`src/rtl/addsub_seq_divider_pkg.sv`:
```
// Shared definitions for the sequential restoring divider: FSM encoding, widths
// and the quotient value reported on divide-by-zero.
package addsub_seq_divider_pkg;

   localparam int DIV_W = 32;
   localparam int CNT_W = 5;
   localparam logic [DIV_W-1:0] DIV0_Q = 32'hFFFF_FFFF;

   typedef enum logic [1:0] {
      ST_IDLE = 2'd0,
      ST_CALC = 2'd1,
      ST_DONE = 2'd2
   } state_t;

endpackage

```
`src/rtl/addsub_seq_divider_add_sub.sv`:
```
// 32-bit adder/subtractor: select=1 computes a-b with carry=1 meaning no borrow.
// Purely combinational; zero flag reflects the 32-bit result.
module add_sub
   import addsub_seq_divider_pkg::*;
(
   input  logic             i_select,
   input  logic [DIV_W-1:0] i_a,
   input  logic [DIV_W-1:0] i_b,
   output logic [DIV_W-1:0] o_result,
   output logic             o_carry,
   output logic             o_zero
);

   logic [DIV_W-1:0] w_b_eff;
   logic [DIV_W:0]   w_sum;

   assign w_b_eff  = i_select ? ~i_b : i_b;
   assign w_sum    = {1'b0, i_a} + {1'b0, w_b_eff} + {{DIV_W{1'b0}}, i_select};
   assign o_result = w_sum[DIV_W-1:0];
   assign o_carry  = w_sum[DIV_W];
   assign o_zero   = (w_sum[DIV_W-1:0] == '0);

endmodule

```
`src/rtl/addsub_seq_divider.sv`:
```
// Unsigned 32-bit restoring divider, one quotient bit per cycle through a shared add_sub.
// Start accepted in IDLE/DONE; done pulses 33 cycles after accept (1 cycle for divide-by-zero).
module addsub_seq_divider
   import addsub_seq_divider_pkg::*;
#(
   parameter int WIDTH = DIV_W
) (
   input  logic             clk,
   input  logic             rst,
   input  logic             start,
   input  logic [WIDTH-1:0] dividend,
   input  logic [WIDTH-1:0] divisor,
   output logic             busy,
   output logic             done,
   output logic             div_zero,
   output logic [WIDTH-1:0] quotient,
   output logic [WIDTH-1:0] remainder
);

   state_t           r_state;
   state_t           w_next_state;
   logic [CNT_W-1:0] r_cnt;
   logic [DIV_W-1:0] r_q;
   logic [DIV_W-1:0] r_b;
   logic [DIV_W-1:0] r_rem;
   logic [DIV_W-1:0] r_quotient;
   logic [DIV_W-1:0] r_remainder;
   logic             r_div_zero;

   logic [DIV_W-1:0] w_sh;
   logic [DIV_W-1:0] w_diff;
   logic             w_carry;
   logic             w_unused_zero;
   logic             w_take;
   logic [DIV_W-1:0] w_r_next;
   logic [DIV_W-1:0] w_q_next;
   logic             w_accept;
   logic             w_last;
   logic             w_busy;
   logic             w_done;

   assign w_sh = {r_rem[DIV_W-2:0], r_q[DIV_W-1]};

   add_sub u_add_sub (
      .i_select (1'b1),
      .i_a      (w_sh),
      .i_b      (r_b),
      .o_result (w_diff),
      .o_carry  (w_carry),
      .o_zero   (w_unused_zero)
   );

   // A set R[31] means the shifted partial remainder is really 33 bits, so it exceeds B.
   assign w_take   = r_rem[DIV_W-1] | w_carry;
   assign w_r_next = w_take ? w_diff : w_sh;
   assign w_q_next = {r_q[DIV_W-2:0], w_take};
   assign w_last   = &r_cnt;
   assign w_accept = start && ((r_state == ST_IDLE) || (r_state == ST_DONE));

   always_ff @(posedge clk or posedge rst) begin
      if (rst) begin
         r_state <= ST_IDLE;
      end else begin
         r_state <= w_next_state;
      end
   end

   always_comb begin
      w_next_state = r_state;
      w_busy       = 1'b0;
      w_done       = 1'b0;
      case (r_state)
         ST_IDLE: begin
            if (start) w_next_state = (divisor == '0) ? ST_DONE : ST_CALC;
         end
         ST_CALC: begin
            w_busy = 1'b1;
            if (w_last) w_next_state = ST_DONE;
         end
         ST_DONE: begin
            w_done = 1'b1;
            if (start) w_next_state = (divisor == '0) ? ST_DONE : ST_CALC;
            else       w_next_state = ST_IDLE;
         end
         default: w_next_state = ST_IDLE;
      endcase
   end

   always_ff @(posedge clk or posedge rst) begin
      if (rst) begin
         r_cnt       <= '0;
         r_q         <= '0;
         r_b         <= '0;
         r_rem       <= '0;
         r_quotient  <= '0;
         r_remainder <= '0;
         r_div_zero  <= 1'b0;
      end else if (w_accept) begin
         r_q   <= dividend;
         r_b   <= divisor;
         r_rem <= '0;
         r_cnt <= '0;
         if (divisor == '0) begin
            r_quotient  <= DIV0_Q;
            r_remainder <= dividend;
            r_div_zero  <= 1'b1;
         end
      end else if (r_state == ST_CALC) begin
         r_rem <= w_r_next;
         r_q   <= w_q_next;
         r_cnt <= r_cnt + 1'b1;
         if (w_last) begin
            r_quotient  <= w_q_next;
            r_remainder <= w_r_next;
            r_div_zero  <= 1'b0;
         end
      end
   end

   assign busy      = w_busy;
   assign done      = w_done;
   assign div_zero  = r_div_zero;
   assign quotient  = r_quotient;
   assign remainder = r_remainder;

endmodule

```
`config.mk`:
```
export PLATFORM = sky130hd
export DESIGN_NAME = addsub_seq_divider
export DESIGN_NICKNAME = d
export VERILOG_FILES = /design/src/rtl/addsub_seq_divider_pkg.sv /design/src/rtl/addsub_seq_divider_add_sub.sv /design/src/rtl/addsub_seq_divider.sv
export SDC_FILE = /design/constraint.sdc
export NUM_CORES = 1
export LEC_CHECK = 0
export ABC_CLOCK_PERIOD_IN_PS = 6200
export BUFFER_PORTS_ARGS = -buffer_cell sky130_fd_sc_hd__buf_2
export CAP_MARGIN = 10
export CORE_ASPECT_RATIO = 1.5
export CORE_MARGIN = 10
export CORE_UTILIZATION = 50
export CTS_CLUSTER_SIZE = 14
export DETAILED_ROUTE_END_ITERATION = 6
export GPL_TIMING_DRIVEN = 0
export PLACE_DENSITY = 0.71
export SYNTH_ARGS = -nofsm -noshare
export SYNTH_HDL_FRONTEND = slang
export SYNTH_SLANG_ARGS = --single-unit
```
`constraint.sdc`:
```
create_clock -name clk -period 6.2 [get_ports clk]
set_input_delay 0.62 -clock clk [delete_from_list [all_inputs] [get_ports clk]]
set_output_delay 0.62 -clock clk [all_outputs]
set_load 0.1 [all_outputs]
```
==> results of run 1 <==
[sequential cells by signal (all words and copies together), names as in the netlist]
signal / cells
div_zero: 1
quotient: 32
r_b: 32
r_cnt: 5
r_q: 32
r_rem: 32
r_state: 2
remainder: 32
[final cells by class]
class / instances / area, sq um / area share (%)
inverters: 40 / 158 / 1.49
multi-input cells: 762 / 4420 / 41.7
clock inverters: 14 / 153 / 1.44
clock buffers: 17 / 425 / 4.02
plain buffers: 63 / 268 / 2.53
well taps: 217 / 272 / 2.56
repair buffers: 134 / 693 / 6.54
flip-flops and latches: 168 / 4200 / 39.7
[per-stage QoR]
stage	hold WS (ns)	cell area, sq um	TNS [ns]
detailed placement	0.450	10000	0
global placement	0.445	9980	-139.68
global route	0.170	10600	0
finish	0.144	10600	0
floorplan	0.449	9040	0
CTS	0.160	10600	0
[cells in the final DEF, fill, tap and decap left out, types with 6 or more instances in the layout]
| master | count |
|---|---|
| a211oi_1 | 6 |
| a21o_1 | 13 |
| a21oi_1 | 84 |
| a22oi_1 | 28 |
| a31oi_1 | 20 |
| and3_1 | 13 |
| buf_2 | 140 |
| clkbuf_1 | 46 |
| clkbuf_16 | 17 |
| dfrtp_1 | 168 |
| ha_1 | 34 |
| inv_1 | 37 |
| inv_8 | 6 |
| mux2i_1 | 9 |
| nand2_1 | 214 |
| nand2b_1 | 8 |
| nand3_1 | 16 |
| nand4_1 | 10 |
| nor2_1 | 41 |
| nor3_1 | 12 |
| o21a_1 | 6 |
| o21ai_0 | 133 |
| o31ai_1 | 6 |
| or3_1 | 16 |
| xnor2_1 | 14 |
| xor2_1 | 11 |
[layer usage]
layer	global-route usage, %	up-vias
li1	-	3950
met1	27.6	4000
met2	41.4	345
met3	4.63	77
met4	10.1	0
met5	0	-
[logic make-up (layout without fill, tap and decap cells)]
| family | after synthesis | count (layout) | synth area share, % |
|---|---|---|---|
| compound gates | 334 | 334 | 22.4 |
| mux | 13 | 13 | 1.62 |
| buf+inv | 103 | 268 | 4.62 |
| simple gates | 355 | 355 | 17.5 |
| fa+ha+maj | 35 | 35 | 4.92 |
| flops | 168 | 168 | 46.5 |
| xor+xnor | 25 | 25 | 2.42 |
[worst max-delay path: stages, from the launching register on]
cell	delay, ns
dfrtp_1	0.37
inv_1	0.08
ha_1	0.23
fa_1	0.38
nand2b_1	0.21
a21oi_1	0.26
o21a_1	0.32
o211a_4	0.26
o211ai_4	0.10
nand2_4	0.16
clkbuf_1	0.46
o21ai_0	0.31
a21oi_1	0.23
[path summary, 6_finish.rpt]
path                       slack [ns]          from      endpoint  cells past startpoint
max                              2.76       r_q[31]     r_rem[19]                     12
min                              0.14           rst   quotient[5]                      2
max reg2reg                      2.76       r_q[31]     r_rem[19]                     12
min reg2reg                      0.46  quotient[28]  quotient[28]                      2
max in group asynchronous        5.16           rst      div_zero                      3
min in group clk                 0.39    divisor[3]        r_b[3]                      3
==> results.md, run 1 <==
- Max Freq: 0.290 GHz
- Total die area: 0.0240 sq mm
- CTS resizes: 0
- # DRC: 0
- Antenna fix cells: 0
- Crit path arrival time: 3.80 ns
- Max-cap violations: 0
- Synth area leaders: dfrtp_1, nand2_1, o21ai_0
- Pre-CTS setup slack: 2.86 ns
- Highest routed layer: met4
- Count of cell types in the netlist: 64
- Mapped Nets: 1,135
- Fill count: 1,651
- DP HPWL: 21,900 microns
- Met2 wire length: 14,200 microns
- Crit path required time: 6.56 ns
- Vias per cell: 5.92
- Antenna violations before repair: 0
- Final net count: 1,288
- Crit Path Max Fanout: 10
- I/O pin count: 134
- Clock Skew: 0.00917 ns
- Register area share after synthesis: 46.5%
- DR pass1 iterations: 7
- Seq cells post-synth: 168
- Post-synth EDFFs: 0
- Post-route minimum period: 3.44 ns
- Async SR Flop Fraction: 100%
- Num CTS Buffers: 17
- Final cell count without fillers: 1,415
- GR Overflow Total: 0
- Syn avg cell area: 8.76 sq um
- H-tree depth: 4
- Max clock buf depth: 2
- Root Buffer: clkbuf_16
- Core Util, Final: 59.3%
- Area growth, synth to finish: 17.1%
- GR Util All Layers: 23.8%
- Clock transition at the registers of the reported paths: 0.07 ns
- Synth Cell Area: 0.00904 sq mm
- Synth warn: 0
- WL met3: 1950 microns
- Wire length per cell: 19.9 microns
- Worst setup SP type: flop
- Top cells by count, synth: nand2_1, dfrtp_1, o21ai_0, a21oi_1, clkbuf_1
- Final setup fails: 0
- Gpl congestion: 0.909
- Most frequent cell after synthesis: nand2_1
- Die height: 185 microns
- Die Span X: 130 microns
- Post-synth top area cell: dfrtp_1
- 1st-iter DRT viols: 829
- FP Rows: 60
- Layout cells sized above 1: 16.3%
- DRT met1 WL: 11,000 microns
- Final hold vios: 0
- Relative slew slack: 52.5%
- Post-synth top area share: 46.5%
- Vias in the first global route: 8,287
- Hold/Removal Path Class: primary input to asynchronous set/reset pin
- Status: completed
- Port-buffer cells: 133
- Final worst slack: 2.76 ns
- CTS Sinks: 168
- Setup Fix Bufs, Post-CTS: 0
- First-pass GRT wire length: 44,300 microns
- Post-Place Cells: 1,384
- Vias: 8,372
- Total Routed Length: 28,200 microns
- Final count of pins violating max slew: 0
- Crit Path Class: flop to flop
- Initial Util: 50.6%
- Synth Flop Type: dfrtp_1
- Unrepaired setup endpoints after global routing: no
- Clk_lat worst skew: 0.44 ns
- Core area: 0.0179 sq mm
- Post-CTS Hold Fix Bufs: 0
- CTS tree: done
- Fin crit share: 55.5%
- Critical Path End Type: flop
- Largest net degree at the start of global routing: 127
- Antenna viol nets, final: 0
- Measured slew at the worst slew-check pin: 0.708 ns
- Cells after Synth: 1,033
Power of run 1 is not shown: default switching activity piles up to over one toggle a cycle in this logic, so the estimate is an artifact.
==> run 2: changes to the inputs <==
ABC_CLOCK_PERIOD_IN_PS = 3200   (was 6200)
clock period = 3.2 ns   (was 6.2 ns; I/O delays follow)
==> run 2 against run 1 <==
Against the previous run:
- sequential share of layout area decreased by 0.54 points
- routed wire length increased by 0.89%
- final cell count increased by 0.35%
- flip-flop and latch count is the same
- design area increased by 1.4%
- non-clock buffer count rose by 5
- critical endpoint is now remainder[14]
==> results.md, run 2 (synthesis results as in run 1) <==
- Hold Crit Depth: 3
- R2r endpoint: remainder[14]
- H-tree depth: 4
- CTS tree: done
- Post-route minimum period: 3.10 ns
- Die Span X: 130 microns
- Sum Neg Setup Slack: 0 ns
- Num CTS Buffers: 17
- Hold Path End: r_b[13]
- Crit path required time: 3.49 ns
- Crit-path cells: inv_1 -> ha_1 -> fa_1 -> nand2b_1 -> a21oi_1 -> o21a_2 -> o211a_4 -> o211ai_4 -> nand2_4 -> buf_6 -> mux2i_2 -> a21oi_1
- Final setup fails: 0
- CP max stage cell: fa_1
- Crit Path Class: flop to flop
- Register area: 0.00420 sq mm
- Status: completed
- Antenna fix cells: 0
- GR Overflow Total: 0
- Root Buffer: clkbuf_16
- Vias in the first global route: 8,400
- 1st-iter DRT viols: 781
- Core area: 0.0179 sq mm
- Final net count: 1,293
- Largest net degree at the start of global routing: 39
- Core Util, Final: 60.1%
- Vias per cell: 5.86
- Total die area: 0.0240 sq mm
- Multi-input gate area: 0.00447 sq mm
- Max Freq: 0.323 GHz
- Most frequent CP cell: a21oi_1
- Die height: 185 microns
- Vias: 8,321
- DP HPWL: 22,300 microns
- # DRC: 0
- Wire length per cell: 20.0 microns
- Port-buffer cells: 133
- Final hold vios: 0
- Most frequent cells in the layout: nand2_1, dfrtp_1, buf_2, o21ai_0, a21oi_1
- Gpl congestion: 0.919
- Relative slew slack: 54.1%
- Hold/Removal Path Class: primary input to flop
- Clock transition at the registers of the reported paths: 0.07 ns
- DR pass1 iterations: 5
- Critical Path End Type: flop
- Final count of pins violating max slew: 0
- Antenna violations before repair: 0
- Area growth, synth to finish: 18.7%
- Fill count: 1,613
- Crit path arrival time: 3.39 ns
- Reg-to-Reg Start: r_q[31]
- Clk_lat worst skew: 0.45 ns
- GR Util All Layers: 24.0%
- Worst setup SP type: flop
- Largest stage delay, worst path: 0.38 ns
- Total Routed Length: 28,500 microns
- Worst reg-to-reg path cell count: 12
- Initial Util: 50.6%
- First-pass GRT wire length: 44,600 microns
- FP Rows: 60
- Commonest non-fill, non-tap cell in the layout: nand2_1
- Layout cells sized above 1: 17.5%
- I/O pin count: 134
- Fin crit share: 96.7%
- CTS Sinks: 168
- Max-cap violations: 0
- Crit Path Max Fanout: 10
- Max clock buf depth: 2
- Antenna viol nets, final: 0
- Hold_sp: divisor[13]
- Unrepaired setup endpoints after global routing: yes
- Register-to-register setup slack: 0.10 ns
- Measured slew at the worst slew-check pin: 0.688 ns
- Setup Fix Bufs, Post-CTS: 0
- Clock Skew: 0.00709 ns
[run 2: cell count changes in the layout (fill, tap and decap cells not counted), sizes merged]
cell / change
buf: +3
inv: -3
clkinv: +2
dlygate4sd3: +1
bufinv: +1
clkbuf: +1
[run 2: layer usage]
layer,part of all wire (%),track usage [%]
met3,6.5,4.83
met4,3.7,11.6
met5,0,0
met2,50,41.2
met1,39,28.0
[run 2: worst max path at each step]
stage / startpoint / end / slack (ns) / cells past startpoint
after floorplan: r_q[31] / r_rem[11] / 0.57 / 12
after global placement: rst / r_b[21] / -0.31 / 2
after detailed placement: r_rem[16] / remainder[16] / -0.09 / 10
after CTS: r_q[31] / remainder[14] / 0.05 / 12
after global routing: r_q[31] / r_rem[9] / -0.008 / 12
final: r_q[31] / remainder[14] / 0.10 / 12
[run 2: critical path, delay by kind of cell, from the launching register on]
kind / cells / cell delay, ns
AOI/OAI and AO/OA: 5 / 0.94
DFF: 1 / 0.36
and+or+nand+nor: 2 / 0.37
muxes: 1 / 0.33
adders and majority gates: 2 / 0.61
buffers and inverters: 2 / 0.30
[run 2: stage by stage]
| stage | cells | hold slack, ns | setup WS (ns) | cell area (sq um) |
|---|---|---|---|---|
| floorplan | 1033 | 0.425 | 0.566 | 9050 |
| global placement | 1383 | 0.445 | -0.311 | 9990 |
| detailed placement | 1388 | 0.328 | -0.0896 | 10100 |
| CTS | 1420 | 0.0868 | 0.0524 | 10700 |
| global route | 1420 | 0.101 | -0.00793 | 10700 |
| finish | 1420 | 0.0884 | 0.104 | 10700 |
[run 2: area by class of cell]
type | count | area share, %
multi-input combinational | 762 | 41.6
sequential | 168 | 39.1
timing repair buffer | 139 | 7.25
clock buffer | 17 | 3.96
buffer | 63 | 2.56
tap | 217 | 2.53
clock inverter | 14 | 1.49
inverter | 40 | 1.43
[run 2: repair_timing]
action,4_1_cts,5_1_grt
setup endpoints to repair,15,30
hold endpoints to repair,15,0
hold buffers,1,0
resized for setup,6,14
Power of run 2 is left out for the same reason.
==> run 3: changes to the inputs <==
ABC_CLOCK_PERIOD_IN_PS = unset   (was 3200)
RECOVER_POWER = 25   (was unset)
==> run 3 against run 2 <==
Against the previous run:
- the flow now finishes with violations (capacitance limit, slew limit)
- utilization fell by 0.056 points
- clock skew is essentially flat
- final cell count unchanged
- worst hold slack improved by 0.00071 ns
- critical endpoint is now r_rem[9]
==> results.md, run 3 (synthesis results as in run 1) <==
- Status: finished, violations left
- Failing checks: capacitance limit, slew limit
- Root Buffer: clkbuf_16
- GR Overflow Total: 0
- DR pass1 iterations: 6
- Clock Skew: 0.00713 ns
- 1st-iter DRT viols: 776
- Fin crit share: 96.6%
- GR Util All Layers: 24.0%
- Total die area: 0.0240 sq mm
- Antenna violations before repair: 0
- Crit path arrival time: 3.40 ns
- CTS Sinks: 168
- Final hold vios: 0
- Clk_lat worst skew: 0.45 ns
- Final net count: 1,293
- Area growth, synth to finish: 18.6%
- Clock transition at the registers of the reported paths: 0.07 ns
- Measured slew at the worst slew-check pin: 1.78 ns
- Most frequent cells in the layout: nand2_1, dfrtp_1, buf_2, o21ai_0, a21oi_1
- Crit Path Max Fanout: 10
- Commonest non-fill, non-tap cell in the layout: nand2_1
- Hold Crit Depth: 3
- Worst reg-to-reg path cell count: 12
- Crit path buf inv count: 2
- Vias: 8,334
- Port-buffer cells: 133
- CP max stage cell: fa_1
- Max-cap violations: 1
- Hold_sp: divisor[13]
- Post-route minimum period: 3.09 ns
- Fill count: 1,616
- Antenna viol nets, final: 0
- Worst setup SP type: flop
- Core area: 0.0179 sq mm
- Num CTS Buffers: 17
- Die Span X: 130 microns
- Hold Path End: r_b[13]
- Layout cells sized above 1: 17.4%
- H-tree depth: 4
- Grt peak-use layer: met2
- Met1 GRT Util: 28.0%
- Wire length per cell: 20.1 microns
- Total Routed Length: 28,500 microns
- Final count of pins violating max slew: 32
- Relative slew slack: -18.7%
- Hold/Removal Path Class: primary input to flop
- Core Util, Final: 60.1%
- CTS tree: done
- Family with the most delay on the worst path: compound AO/OA/AOI/OAI gates
- Unrepaired setup endpoints after global routing: yes
- Gpl congestion: 0.919
- Reg-to-Reg Start: r_q[31]
- Met3 Use GR: 4.83%
- Max clock buf depth: 2
- Largest stage delay, worst path: 0.38 ns
- DP HPWL: 22,300 microns
- Crit Path Class: flop to flop
- Dpl cell area: 0.0101 sq mm
- Antenna fix cells: 0
- R2r endpoint: r_rem[9]
- Crit-path cells: inv_1 -> ha_1 -> fa_1 -> nand2b_1 -> a21oi_1 -> o21a_2 -> o211a_4 -> o211ai_4 -> nand2_4 -> buf_6 -> mux2i_1 -> o21ai_0
- Hold_ws: 0.0891 ns
- Final setup fails: 0
- Max Freq: 0.323 GHz
- First-pass GRT wire length: 44,600 microns
- # DRC: 0
- Vias per cell: 5.87
- FP Rows: 60
- Initial Util: 50.6%
- Register-to-register setup slack: 0.11 ns
- Critical Path End Type: flop
- I/O pin count: 134
- Die height: 185 microns
- Met2 global-route usage: 41.2%
- Vias in the first global route: 8,400
- Crit path required time: 3.51 ns
- Fin area: 0.0107 sq mm
- Largest net degree at the start of global routing: 39
-- run 3: cell types whose count changed in the layout (fill, tap and decap cells not counted), sizes merged --
| cell | delta |
|---|---|
| buf | -1 |
| dlymetal6s4s | +1 |
-- run 3: worst max path at each step --
| stage | startpoint | to | slack [ns] | depth (start not counted) |
|---|---|---|---|---|
| finish | r_q[31] | r_rem[9] | 0.11 | 12 |
| global route | r_q[31] | r_rem[9] | -0.008 | 12 |
| CTS | r_q[31] | remainder[14] | 0.05 | 12 |
| detailed placement | r_rem[16] | remainder[16] | -0.09 | 10 |
| global placement | rst | r_b[21] | -0.31 | 2 |
| floorplan | r_q[31] | r_rem[11] | 0.57 | 12 |
-- run 3: final cells by class --
| class | count | area [sq um] | share of cell area [%] |
|---|---|---|---|
| inverter | 40 | 151 | 1.41 |
| timing repair buffer | 139 | 771 | 7.18 |
| sequential | 168 | 4200 | 39.2 |
| clock buffer | 17 | 425 | 3.96 |
| buffer | 63 | 275 | 2.57 |
| clock inverter | 14 | 160 | 1.49 |
| multi-input combinational | 762 | 4470 | 41.7 |
| tap | 217 | 272 | 2.53 |
-- run 3: tightest hold or removal path: cells and delay by family --
kind / cells / cell delay, ns
and+or+nand+nor: 1 / 0.04
buffers and inverters: 1 / 0.08
AOI/OAI and AO/OA: 1 / 0.06
-- run 3: per-layer routing --
layer | vias to the layer above | part of all wire (%)
met3 | 70 | 6.6
li1 | 3970 | -
met5 | - | 0
met1 | 3962 | 39
met2 | 332 | 51
met4 | 0 | 3.9
-- run 3: what timing repair did --
action                                  4_1_cts  5_1_grt
gates cloned                                  0        0
setup buffers                                 0        0
resized for setup                             6       14
pin swaps                                     0        0
endpoints found under the setup margin       15       30
hold buffers                                  1        0
endpoints found under the hold margin        15        0
-- run 3: stage by stage --
step,worst slack [ns],TNS [ns],instances
floorplan,0.566,0,1033
global placement,-0.311,-50.21,1383
detailed placement,-0.0896,-0.497,1388
CTS,0.0524,0,1420
global route,-0.00793,-0.0104,1420
finish,0.108,0,1420
Power of run 3 is left out for the same reason.
